File: src/rtl/cpu_pkg.sv
// Shared constants for the up/down modulo counter.
//   CNT_UP / CNT_DN      : values of the 'up' direction input
//   MODE_WRAP / MODE_SAT : values of the 'sat' boundary-mode input
package cpu_pkg;

  localparam int unsigned CTRL_W = 1;

  // Direction encoding for the 'up' input
  localparam logic [CTRL_W-1:0] CNT_UP = 1'b1;
  localparam logic [CTRL_W-1:0] CNT_DN = 1'b0;

  // Boundary behaviour encoding for the 'sat' input
  localparam logic [CTRL_W-1:0] MODE_WRAP = 1'b0;
  localparam logic [CTRL_W-1:0] MODE_SAT  = 1'b1;

endpackage : cpu_pkg

File: src/rtl/counter_next.sv
// Combinational next-count computation for a modulo-MOD up/down counter.
// Ports:
//   count_i      : current count (N bits, always in 0..MOD-1)
//   up_i         : direction, CNT_UP increments, CNT_DN decrements
//   sat_i        : MODE_SAT holds at the boundary, MODE_WRAP wraps around
//   next_count_o : count after one enabled step
//   wrap_o       : 1 when this step wraps around the modulus
module counter_next
  import cpu_pkg::*;
#(
  parameter int unsigned N   = 4,
  parameter int unsigned MOD = 2 ** N
) (
  input  logic [N-1:0] count_i,
  input  logic         up_i,
  input  logic         sat_i,
  output logic [N-1:0] next_count_o,
  output logic         wrap_o
);

  // Largest legal count; MOD may equal 2**N, so MOD itself is never formed in N bits
  localparam logic [N-1:0] LAST = N'(MOD - 1);

  logic at_top;
  logic at_bottom;

  assign at_top    = (count_i == LAST);
  assign at_bottom = (count_i == '0);

  // Step logic: explicit boundary compares, no reliance on N-bit overflow
  always_comb begin
    next_count_o = count_i;
    wrap_o       = 1'b0;
    if (up_i == CNT_UP) begin
      if (!at_top) begin
        next_count_o = count_i + N'(1);
      end else if (sat_i != MODE_SAT) begin
        next_count_o = '0;
        wrap_o       = 1'b1;
      end
    end else begin
      if (!at_bottom) begin
        next_count_o = count_i - N'(1);
      end else if (sat_i != MODE_SAT) begin
        next_count_o = LAST;
        wrap_o       = 1'b1;
      end
    end
  end

endmodule : counter_next

File: src/rtl/updown_mod_counter.sv
// Up/down modulo-MOD counter with parallel load, saturate/wrap mode and
// a registered one-cycle wrap pulse.
// Ports:
//   clk   : clock, all state changes on its rising edge
//   clear : synchronous active-high reset (count=0, wrap=0)
//   en    : count enable
//   load  : parallel load request (takes priority over en)
//   din   : load value, clamped to MOD-1
//   up    : direction, 1 = increment, 0 = decrement
//   sat   : boundary mode, 1 = saturate, 0 = wrap
//   count : registered current count
//   tc    : combinational terminal count for the current direction
//   wrap  : registered pulse, high for the cycle after a wrap-around
module updown_mod_counter
  import cpu_pkg::*;
#(
  parameter int unsigned N   = 4,
  parameter int unsigned MOD = 2 ** N
) (
  input  logic         clk,
  input  logic         clear,
  input  logic         en,
  input  logic         load,
  input  logic [N-1:0] din,
  input  logic         up,
  input  logic         sat,
  output logic [N-1:0] count,
  output logic         tc,
  output logic         wrap
);

  localparam logic [N-1:0] LAST = N'(MOD - 1);

  // Reject illegal parameterisations at elaboration
  if (N < 1 || MOD < 2 || MOD > (2 ** N)) begin : g_bad_param
    $error("updown_mod_counter: require N >= 1 and 2 <= MOD <= 2**N");
  end

  logic [N-1:0] count_q;
  logic [N-1:0] count_d;
  logic         wrap_q;
  logic         wrap_d;
  logic [N-1:0] step_count;
  logic         step_wrap;
  logic [N-1:0] load_val;

  counter_next #(
    .N   (N),
    .MOD (MOD)
  ) u_counter_next (
    .count_i      (count_q),
    .up_i         (up),
    .sat_i        (sat),
    .next_count_o (step_count),
    .wrap_o       (step_wrap)
  );

  // Out-of-range load values clamp to the top of the range
  assign load_val = (din > LAST) ? LAST : din;

  // Priority mux: load, then enabled step, else hold (clear is in the register)
  always_comb begin
    count_d = count_q;
    wrap_d  = 1'b0;
    if (load) begin
      count_d = load_val;
    end else if (en) begin
      count_d = step_count;
      wrap_d  = step_wrap;
    end
  end

  // State registers with synchronous clear
  always_ff @(posedge clk) begin
    if (clear) begin
      count_q <= '0;
      wrap_q  <= 1'b0;
    end else begin
      count_q <= count_d;
      wrap_q  <= wrap_d;
    end
  end

  assign count = count_q;
  assign wrap  = wrap_q;
  assign tc    = (up == CNT_UP) ? (count_q == LAST) : (count_q == '0);

endmodule : updown_mod_counter

File: config.mk
export PLATFORM = sky130hd
export DESIGN_NAME = updown_mod_counter
export DESIGN_NICKNAME = d
export VERILOG_FILES = /design/src/rtl/cpu_pkg.sv /design/src/rtl/counter_next.sv /design/src/rtl/updown_mod_counter.sv
export SDC_FILE = /design/constraint.sdc
export NUM_CORES = 1
export LEC_CHECK = 0
export CAP_MARGIN = 20
export CORE_AREA = 2 2 39 41
export DETAILED_ROUTE_END_ITERATION = 12
export DIE_AREA = 0 0 41 43
export DONT_BUFFER_PORTS = 1
export PLACE_DENSITY = 0.59
export SLEW_MARGIN = 25
export SYNTH_ARGS = -nofsm -noshare
export SYNTH_HDL_FRONTEND = slang
export SYNTH_SLANG_ARGS = --single-unit
File: constraint.sdc
create_clock -name clk -period 4.93 [get_ports clk]
set_input_delay 0.493 -clock clk [delete_from_list [all_inputs] [get_ports clk]]
set_output_delay 0.493 -clock clk [all_outputs]
set_load 0.01 [all_outputs]
==> qor.txt, run 1 <==
Outcome: completed
DRC Markers: 0
Final Wtd Congestion: 0.813
Worst slack, placed: 3090 ps
Initial antenna violation count: 0
Final worst slack: 2890 ps
Mapped Nets: 65
Number of flops mapped to enable cells by yosys: 0
Largest net degree at the start of global routing: 10
Total clock buffers created by CTS: 3
Post-Route WL: 1.08 mm
Die height: 43 um
Routed len/inst: 15.2 um
Hold-fix buffers at CTS: 0
Clock Sinks: 5
Final total power: 0.135 mW
Endpoints failing setup: 0
Crit path kind: reg2out
Congestion Overflow GR: 0
Final Max Tran Viols: 0
Gr usage total: 14.7%
Vias: 429
Post-Synth Adder-Cell Area: 5.46%
Worst Path Max Fanout: 8
VDD IR max: 0.125 mV
DIE AREA: 1760 um2
# IOs: 16
Filler instances: 149
Ys async rst share: 0%
Post-synthesis sequential area ratio: 21.9%
Max cap viols: 0
Hold Path Class: in2reg
Final Hold Fails: 0
Cell variety after synth: 32
Fmax: 0.491 GHz
Fin crit share: 41.3%
Starting Density: 33.1%
Post-Synthesis Cells: 53
Register bit total from synthesis: 5
Pwr dens: 274 nW/um2
Post-synthesis mux area share: 4.37%
Crit path capture type: output pin
Synth Flop Type: dfxtp_1
HP Start: load
Site Rows: 14
Non-Filler Instances: 71
Hold EP: wrap$_SDFF_PP0_
Post-DP HPWL: 874 um
Netlist Area Pre-Place: 458 um2
CTS tree: done
Worst-Margin Slew: 381 ps
Layout net count: 68
WP data required: 4440 ps
Min Tclk post-route: 2040 ps
Reg2reg setup slack: 3070 ps
RSZ-0062 raised after global routing: no
Clk buf depth: 2
Skew-Pair Late Insertion Delay: 250 ps
Placed cell count: 67
Routed Antenna Nets: 0
Mapped Avg Cell Area: 8.64 um2
Avg Vias per Cell: 6.04
RR Endpoint: count[2]$_SDFFE_PP0P_
CTS clk-pin slew, worst paths: 50 ps
Detailed Route Iter0 Violations: 10
First-pass GRT wire length: 1.79 mm
Max-slew headroom: 74.6%
Vias in the first global route: 415
Synth Area in XOR/XNOR: 1.91%
Main combinational cell family by area after synthesis: compound AO/OA/AOI/OAI gates
DIE WIDTH: 41 um
CTS-repair resized insts: 0
Syn. warnings: 0
Drt pass-1 iters: 4
H-tree lvl count: 1
Fin area: 493 um2
I/O Buffers: 0
Hold path depth: 1
N_diodes: 0
Hold_ws: 325 ps
TNS Setup: 0 ps
Placed cell areas: 467 um2
Worst Skew: 4.56 ps
Share of post-route cells with drive strength above 1: 18.2%
Reg2reg path depth: 6
Syn-to-layout area delta: 7.65%
Setup crit start kind: flop
Post-layout util: 35.6%
Post-CTS setup buffers: 0
Worst R2R Start: count[0]$_SDFFE_PP0P_
Core Area: 1380 um2
Clk root buf: clkbuf_4
Synth Area in Simple Gates: 25.4%
Worst Path Arrival: 1550 ps
Static leakage: 0.188 nW
Compound-Gate Fraction of Synth Area: 32.8%
-- critical path, stage by stage (launching register included) --
cell and delay (ps):
dfxtp_1 510, inv_1 110, ha_1 230, nor4b_4 150
or2b_4 300
-- how the worst max path moves through the flow --
| stage | from | end | slack (ps) |
|---|---|---|---|
| after CTS | count[0]$_SDFFE_PP0P_ | tc | 2880 |
| after global routing | count[0]$_SDFFE_PP0P_ | tc | 2830 |
| after detailed placement | count[0]$_SDFFE_PP0P_ | count[2]$_SDFFE_PP0P_ | 3090 |
| after floorplan | count[0]$_SDFFE_PP0P_ | count[2]$_SDFFE_PP0P_ | 3240 |
| final | count[0]$_SDFFE_PP0P_ | tc | 2890 |
| after global placement | count[0]$_SDFFE_PP0P_ | count[2]$_SDFFE_PP0P_ | 3130 |
-- metal layers --
layer	vias to the layer above	GRT usage (%)	wire length, um
met5	-	0	0
met4	0	10.7	28
li1	213	-	-
met2	19	18.8	531
met1	195	20.5	435
met3	2	3.66	85
-- state kept, by name, indices dropped and copies added (netlist names) --
signal and flops:
wrap 1, count 4
-- kinds of logic (layout without fill, tap and decap cells) --
family                   after synthesis  after routing
AO/OA/AOI/OAI                         19             19
XOR/XNOR                               1              1
adder cells (fa/ha/maj)                2              2
buffers and inverters                  9             11
flip-flops                             5              5
multiplexers                           2              2
AND/OR/NAND/NOR                       15             15
-- Yosys cell counts, types with 2 or more instances --
library cell | instances | area [um2]
a21oi_1 | 3 | 15.0
dfxtp_1 | 5 | 100
ha_1 | 2 | 25.0
inv_1 | 7 | 26.3
mux2i_1 | 2 | 20.0
nand4_1 | 2 | 12.5
nor2_1 | 3 | 11.3
o21ai_0 | 4 | 20.0
or4_1 | 2 | 15.0
-- cells in the final DEF, fill, tap and decap left out, types with 2 or more instances in the layout --
cell type  instances
a21oi_1            3
clkbuf_4           3
dfxtp_1            5
ha_1               2
inv_1              7
mux2i_1            2
nand4_1            2
nor2_1             3
o21ai_0            4
or4_1              2
-- report_power, final --
part	switching [mW]	total (mW)	internal [mW]
logic	0.0160	0.0335	0.0175
clock network	0.0182	0.0489	0.0307
registers	0.00874	0.0527	0.0440
total	0.0429	0.135	0.0922
-- layout make-up --
type	instances	area, um2	area share, %
Sequential cell	5	100	20.3
Multi-Input combinational cell	39	320	65.0
Clock buffer	4	26.3	5.33
Inverter	7	26.3	5.33
Tap cell	16	20.0	4.06
Power figures use the tool's default switching activity.
==> run 2: changes to the inputs <==
--- a/config.mk
+++ b/config.mk
@@ -10,7 +10,7 @@
 export DETAILED_ROUTE_END_ITERATION = 12
 export DIE_AREA = 0 0 41 43
 export DONT_BUFFER_PORTS = 1
-export PLACE_DENSITY = 0.59
+export PLACE_DENSITY = 0.61
 export SLEW_MARGIN = 25
 export SYNTH_ARGS = -nofsm -noshare
 export SYNTH_HDL_FRONTEND = slang
==> constraint.sdc (replaced) <==
create_clock -name clk -period 1.65 [get_ports clk]
set_input_delay 0.165 -clock clk [delete_from_list [all_inputs] [get_ports clk]]
set_output_delay 0.165 -clock clk [all_outputs]
set_load 0.01 [all_outputs]
==> run 2 against run 1 <==
  * Worst hold slack got worse by 310 ps
  * Worst setup slack got worse by 2800 ps
  * Die area did not move
  * Total power rose to 3.2 times the previous value
  * Global-route usage rose by 0.29 points
==> qor.txt, run 2 (synthesized netlist as in run 1, its figures left out) <==
Sequential Area: 103 um2 (+2.5%)
Detailed Route Iter0 Violations: 12 (+2)
Non-Filler Instances: 79 (+11%)
Hold Path Class: in2reg
Total clock buffers created by CTS: 3 (unchanged)
Max cap viols: 0 (unchanged)
Endpoints failing setup: 0 (unchanged)
Filler instances: 139 (-6.7%)
Fin crit share: 96.0%
Clk buf depth: 2 (unchanged)
Worst Path Arrival: 1420 ps (-130 ps)
I/O Buffers: 0 (unchanged)
Congestion Overflow GR: 0 (unchanged)
Pint: 0.295 mW (+220%)
Clk root buf: clkbuf_4
Placed cell areas: 513 um2 (+9.9%)
Hold_ws: 11.3 ps (-314 ps)
Vias: 476 (+11%)
Routed Antenna Nets: 0 (unchanged)
Worst-Margin Slew: 396 ps (+14.9 ps)
WP depth: 5 (+1)
Final Hold Fails: 0 (unchanged)
Placed cell count: 73 (+9.0%)
Reg power frac: 36.1% (-2.9 points)
Switching share of total power: 31.1% (-0.63 points)
Static leakage: 0.229 nW (+22%)
Routed len/inst: 15.0 um (-1.5%)
CTS clk-pin slew, worst paths: 40 ps (about the same)
Min Tclk post-route: 1580 ps
# IOs: 16 (unchanged)
Starting Density: 33.1% (unchanged)
Reg2reg setup slack: 110 ps (-2960 ps)
CP top delay family: simple AND/OR/NAND/NOR gates
CP endpoint: tc
Crit path buffers/inverters: 2 (+1)
WP data required: 1480 ps (-2960 ps)
Delay of the slowest cell on the worst path: 340 ps (-170 ps)
Worst Skew: 0.526 ps (-4.03 ps)
P_sw: 0.133 mW (+210%)
Syn-to-layout area delta: 24.6%
Fmax: 0.632 GHz
Site Rows: 14 (unchanged)
Post-DP HPWL: 908 um (+3.9%)
Outcome: completed
Vias in the first global route: 435 (+4.8%)
RR Endpoint: count[1]$_SDFFE_PP0P_
DIE AREA: 1760 um2 (unchanged)
Clock Sinks: 5 (unchanged)
Crit path capture type: output pin
Gr usage total: 15.0% (+0.29 points)
CP cell instances: inv_2, ha_2, nor4b_4, or2b_4, buf_4
VDD IR max: 0.358 mV (+190%)
H-tree lvl count: 1 (unchanged)
Die height: 43 um (unchanged)
N_diodes: 0 (unchanged)
Largest register FFs: 4 (unchanged)
CTS tree: done
Layout net count: 76 (+12%)
Final Max Tran Viols: 0 (unchanged)
Drt pass-1 iters: 4 (unchanged)
Core Area: 1380 um2 (unchanged)
Max-slew headroom: 73.6% (-0.99 points)
Avg Vias per Cell: 6.03 (-0.28%)
Reg2reg path depth: 6 (unchanged)
Crit path kind: reg2out
Post-CTS setup buffers: 0 (unchanged)
Most frequent cells in the layout: buf_4, inv_1, o21ai_0
First-pass GRT wire length: 1.77 mm (-0.78%)
Share of post-route cells with drive strength above 1: 34.9% (+17 points)
DRC Markers: 0 (unchanged)
Worst Setup SP: count[0]$_SDFFE_PP0P_
Skew-Pair Late Insertion Delay: 250 ps (about the same)
Fin area: 571 um2 (+16%)
CP max stage cell: dfxtp_2
DIE WIDTH: 41 um (unchanged)
Post-Route WL: 1.19 mm (+9.6%)
Initial antenna violation count: 0 (unchanged)
Most common cell after layout, fill and taps aside: buf_4
Logic pwr share: 30.0% (+5.2 points)
Setup crit start kind: flop
Worst Path Max Fanout: 4 (-4)
Final total power: 0.428 mW (+220%)
RSZ-0062 raised after global routing: no
Multi-input logic area: 330 um2 (+3.1%)
Clock Power Share: 33.9% (-2.3 points)
Pwr dens: 751 nW/um2 (+170%)
Largest net degree at the start of global routing: 10 (unchanged)
Worst R2R Start: count[0]$_SDFFE_PP0P_
Final Wtd Congestion: 0.833 (+2.3%)
-- run 2: how the worst min path moves through the flow --
stage                     start                     to  cells after the start
after floorplan           clear        wrap$_SDFF_PP0_                      1
after global placement     load        wrap$_SDFF_PP0_                      1
after detailed placement   load        wrap$_SDFF_PP0_                      1
after CTS                 clear  count[0]$_SDFFE_PP0P_                      1
after global routing      clear  count[0]$_SDFFE_PP0P_                      1
final                     clear  count[0]$_SDFFE_PP0P_                      1
-- run 2: what timing repair did --
item	4_1_cts	5_1_grt
gates resized for setup	1	4
setup endpoints to repair	1	2
endpoints found under the hold margin	1	0
hold buffers	2	0
-- run 2: final cells by class --
cell class | instances | area share (%)
Sequential cell | 5 | 18.0
Inverter | 7 | 4.61
Multi-Input combinational cell | 39 | 57.9
Tap cell | 16 | 3.51
Timing Repair Buffer | 8 | 11.4
Clock buffer | 4 | 4.61
-- run 2: power by group through the flow --
stage                     clock, mW  sequential (mW)  combinational [mW]
after global placement            0            0.155               0.120
after CTS                     0.147            0.154               0.125
after detailed placement          0            0.156               0.120
after global routing          0.153            0.156               0.141
after floorplan                   0            0.155              0.0923
final                         0.145            0.155               0.128
-- run 2: metal layers --
layer / track usage (%) / wire, um
met5: 0 / 0
met4: 4.00 / 17
met3: 9.42 / 122
met2: 20.6 / 508
met1: 19.2 / 537
-- run 2: metrics by stage --
stage | utilization, % | setup TNS, ps | setup slack, ps
after floorplan | - | 0 | 0.831
after global placement | 37.1 | -2.52 | -2.52
after detailed placement | 37.1 | 0 | 29.7
after CTS | 40.5 | 0 | 29.2
after global routing | 41.2 | 0 | 7.20
final | 41.2 | 0 | 66.7
==> run 3: changes to the inputs <==
--- a/config.mk
+++ b/config.mk
@@ -11,6 +11,7 @@
 export DIE_AREA = 0 0 41 43
 export DONT_BUFFER_PORTS = 1
 export PLACE_DENSITY = 0.61
+export RECOVER_POWER = 50
 export SLEW_MARGIN = 25
 export SYNTH_ARGS = -nofsm -noshare
 export SYNTH_HDL_FRONTEND = slang
==> run 3 against run 2 <==
  * First-iteration DRC count unchanged
  * Worst hold slack better by 3.0 ps
  * Largest cell class unchanged
  * Critical endpoint unchanged
  * Clock skew barely moved
==> qor.txt, run 3 (synthesized netlist as in run 1, its figures left out) <==
WP data required: 1480 ps (about the same)
CP max stage cell: dfxtp_2
Core Area: 1380 um2 (unchanged)
Static leakage: 0.225 nW (-1.7%)
Clk root buf: clkbuf_4
Routed Antenna Nets: 0 (unchanged)
P_sw: 0.132 mW (-1.0%)
Sequential Area: 103 um2 (unchanged)
CTS clk-pin slew, worst paths: 40 ps (about the same)
Reg power frac: 36.4% (+0.3 points)
Max cap viols: 0 (unchanged)
Final Max Tran Viols: 0 (unchanged)
Largest register FFs: 4 (unchanged)
Initial antenna violation count: 0 (unchanged)
Multi-input logic area: 330 um2 (unchanged)
Syn-to-layout area delta: 23.8%
DRC Markers: 0 (unchanged)
Post-DP HPWL: 908 um (unchanged)
Vias in the first global route: 435 (unchanged)
Pwr dens: 750 nW/um2 (about the same)
# IOs: 16 (unchanged)
Starting Density: 33.1% (unchanged)
Final Hold Fails: 0 (unchanged)
DIE AREA: 1760 um2 (unchanged)
Avg Vias per Cell: 6.09 (+1.1%)
Crit path capture type: output pin
Filler instances: 139 (unchanged)
Vias: 481 (+1.1%)
Max-slew headroom: 73.6% (about the same)
Final total power: 0.425 mW (-0.76%)
Worst-Margin Slew: 395 ps (-0.756 ps)
VDD IR max: 0.357 mV (about the same)
Gr usage total: 15.0% (unchanged)
CP cell instances: inv_2, ha_2, nor4b_4, or2b_4, buf_4
Hold Path Class: in2reg
Most frequent cells in the layout: inv_1, buf_4, o21ai_0
Clock Power Share: 33.7% (-0.2 points)
Crit path kind: reg2out
Setup crit start kind: flop
Drt pass-1 iters: 4 (unchanged)
TNS Setup: 0 ps (unchanged)
Clock Sinks: 5 (unchanged)
Pint: 0.293 mW (-0.63%)
Clk buf depth: 2 (unchanged)
Worst Skew: 0.663 ps (+0.137 ps)
Layout net count: 76 (unchanged)
Total clock buffers created by CTS: 3 (unchanged)
Largest net degree at the start of global routing: 10 (unchanged)
Skew-Pair Late Insertion Delay: 240 ps (about the same)
Share of post-route cells with drive strength above 1: 33.3% (-1.6 points)
Post-Route WL: 1.19 mm (+0.76%)
Switching share of total power: 31.0% (-0.084 points)
CTS tree: done
Min Tclk post-route: 1580 ps (-0.641 ps)
DIE WIDTH: 41 um (unchanged)
Routed len/inst: 15.1 um (+0.76%)
Fmax: 0.632 GHz (about the same)
Delay of the slowest cell on the worst path: 340 ps (about the same)
Endpoints failing setup: 0 (unchanged)
Worst Path Max Fanout: 4 (unchanged)
Detailed Route Iter0 Violations: 12 (unchanged)
H-tree lvl count: 1 (unchanged)
Logic pwr share: 29.9% (about the same)
Congestion Overflow GR: 0 (unchanged)
Outcome: completed
N_diodes: 0 (unchanged)
Post-CTS setup buffers: 0 (unchanged)
Site Rows: 14 (unchanged)
RSZ-0062 raised after global routing: no
I/O Buffers: 0 (unchanged)
Fin crit share: 95.9% (about the same)
Final Wtd Congestion: 0.833 (unchanged)
First-pass GRT wire length: 1.77 mm (unchanged)
Die height: 43 um (unchanged)
Worst Path Arrival: 1420 ps (about the same)
-- run 3: changes by cell type in the layout (fill, tap and decap cells not counted) --
cell / delta
buf_4: -1
clkbuf_1: +1
-- run 3: metrics by stage --
stage | cells | area (um2) | util, % | worst slack, ps | hold WS (ps)
after floorplan | 53 | 459 | - | 0.831 | 244
after global placement | 73 | 513 | 37.1 | -2.52 | 247
after detailed placement | 73 | 513 | 37.1 | 29.7 | 247
after CTS | 79 | 561 | 40.5 | 29.2 | 10.1
after global routing | 79 | 567 | 41.0 | 7.52 | 14.6
final | 79 | 567 | 41.0 | 67.4 | 14.3
-- run 3: layout make-up --
cell class / instances / area share [%]
multi-input cells: 39 / 58.3
flip-flops and latches: 5 / 18.1
repair buffers: 8 / 10.8
clock buffers: 4 / 4.64
inverters: 7 / 4.64
well taps: 16 / 3.53
-- run 3: path summary, 6_finish.rpt --
path,cells after the start,slack [ps],from,to
setup / recovery,5,70,count[0]$_SDFFE_PP0P_,tc
hold reg to reg,2,640,count[0]$_SDFFE_PP0P_,count[0]$_SDFFE_PP0P_
hold / removal,1,10,clear,count[0]$_SDFFE_PP0P_
setup reg to reg,6,110,count[0]$_SDFFE_PP0P_,count[1]$_SDFFE_PP0P_
-- run 3: worst max-delay path: cells and delay by family, from the launching register on --
kind          cells  cell delay, ps
buf+inv           2             180
simple gates      2             480
fa+ha+maj         1             170
flops             1             340
-- run 3: per-layer routing --
layer | vias up | track usage, % | wire length, um
li1 | 229 | - | -
met1 | 216 | 19.2 | 509
met2 | 30 | 20.6 | 522
met3 | 6 | 9.42 | 150
met4 | 0 | 4.00 | 12
met5 | - | 0 | 0
-- run 3: power by group through the flow --
stage / logic, mW / registers (mW) / clock network, mW
6_report: 0.127 / 0.155 / 0.143
4_1_cts: 0.125 / 0.154 / 0.147
5_1_grt: 0.139 / 0.156 / 0.153
3_3_place_gp: 0.120 / 0.155 / 0
3_5_place_dp: 0.120 / 0.156 / 0
2_1_floorplan: 0.0923 / 0.155 / 0
-- run 3: what timing repair did --
| item | in CTS | in global routing |
|---|---|---|
| endpoints found under the hold margin | 1 | 0 |
| resized for setup | 1 | 4 |
| cloned | 0 | 0 |
| hold buffers | 2 | 0 |
| endpoints found under the setup margin | 1 | 2 |
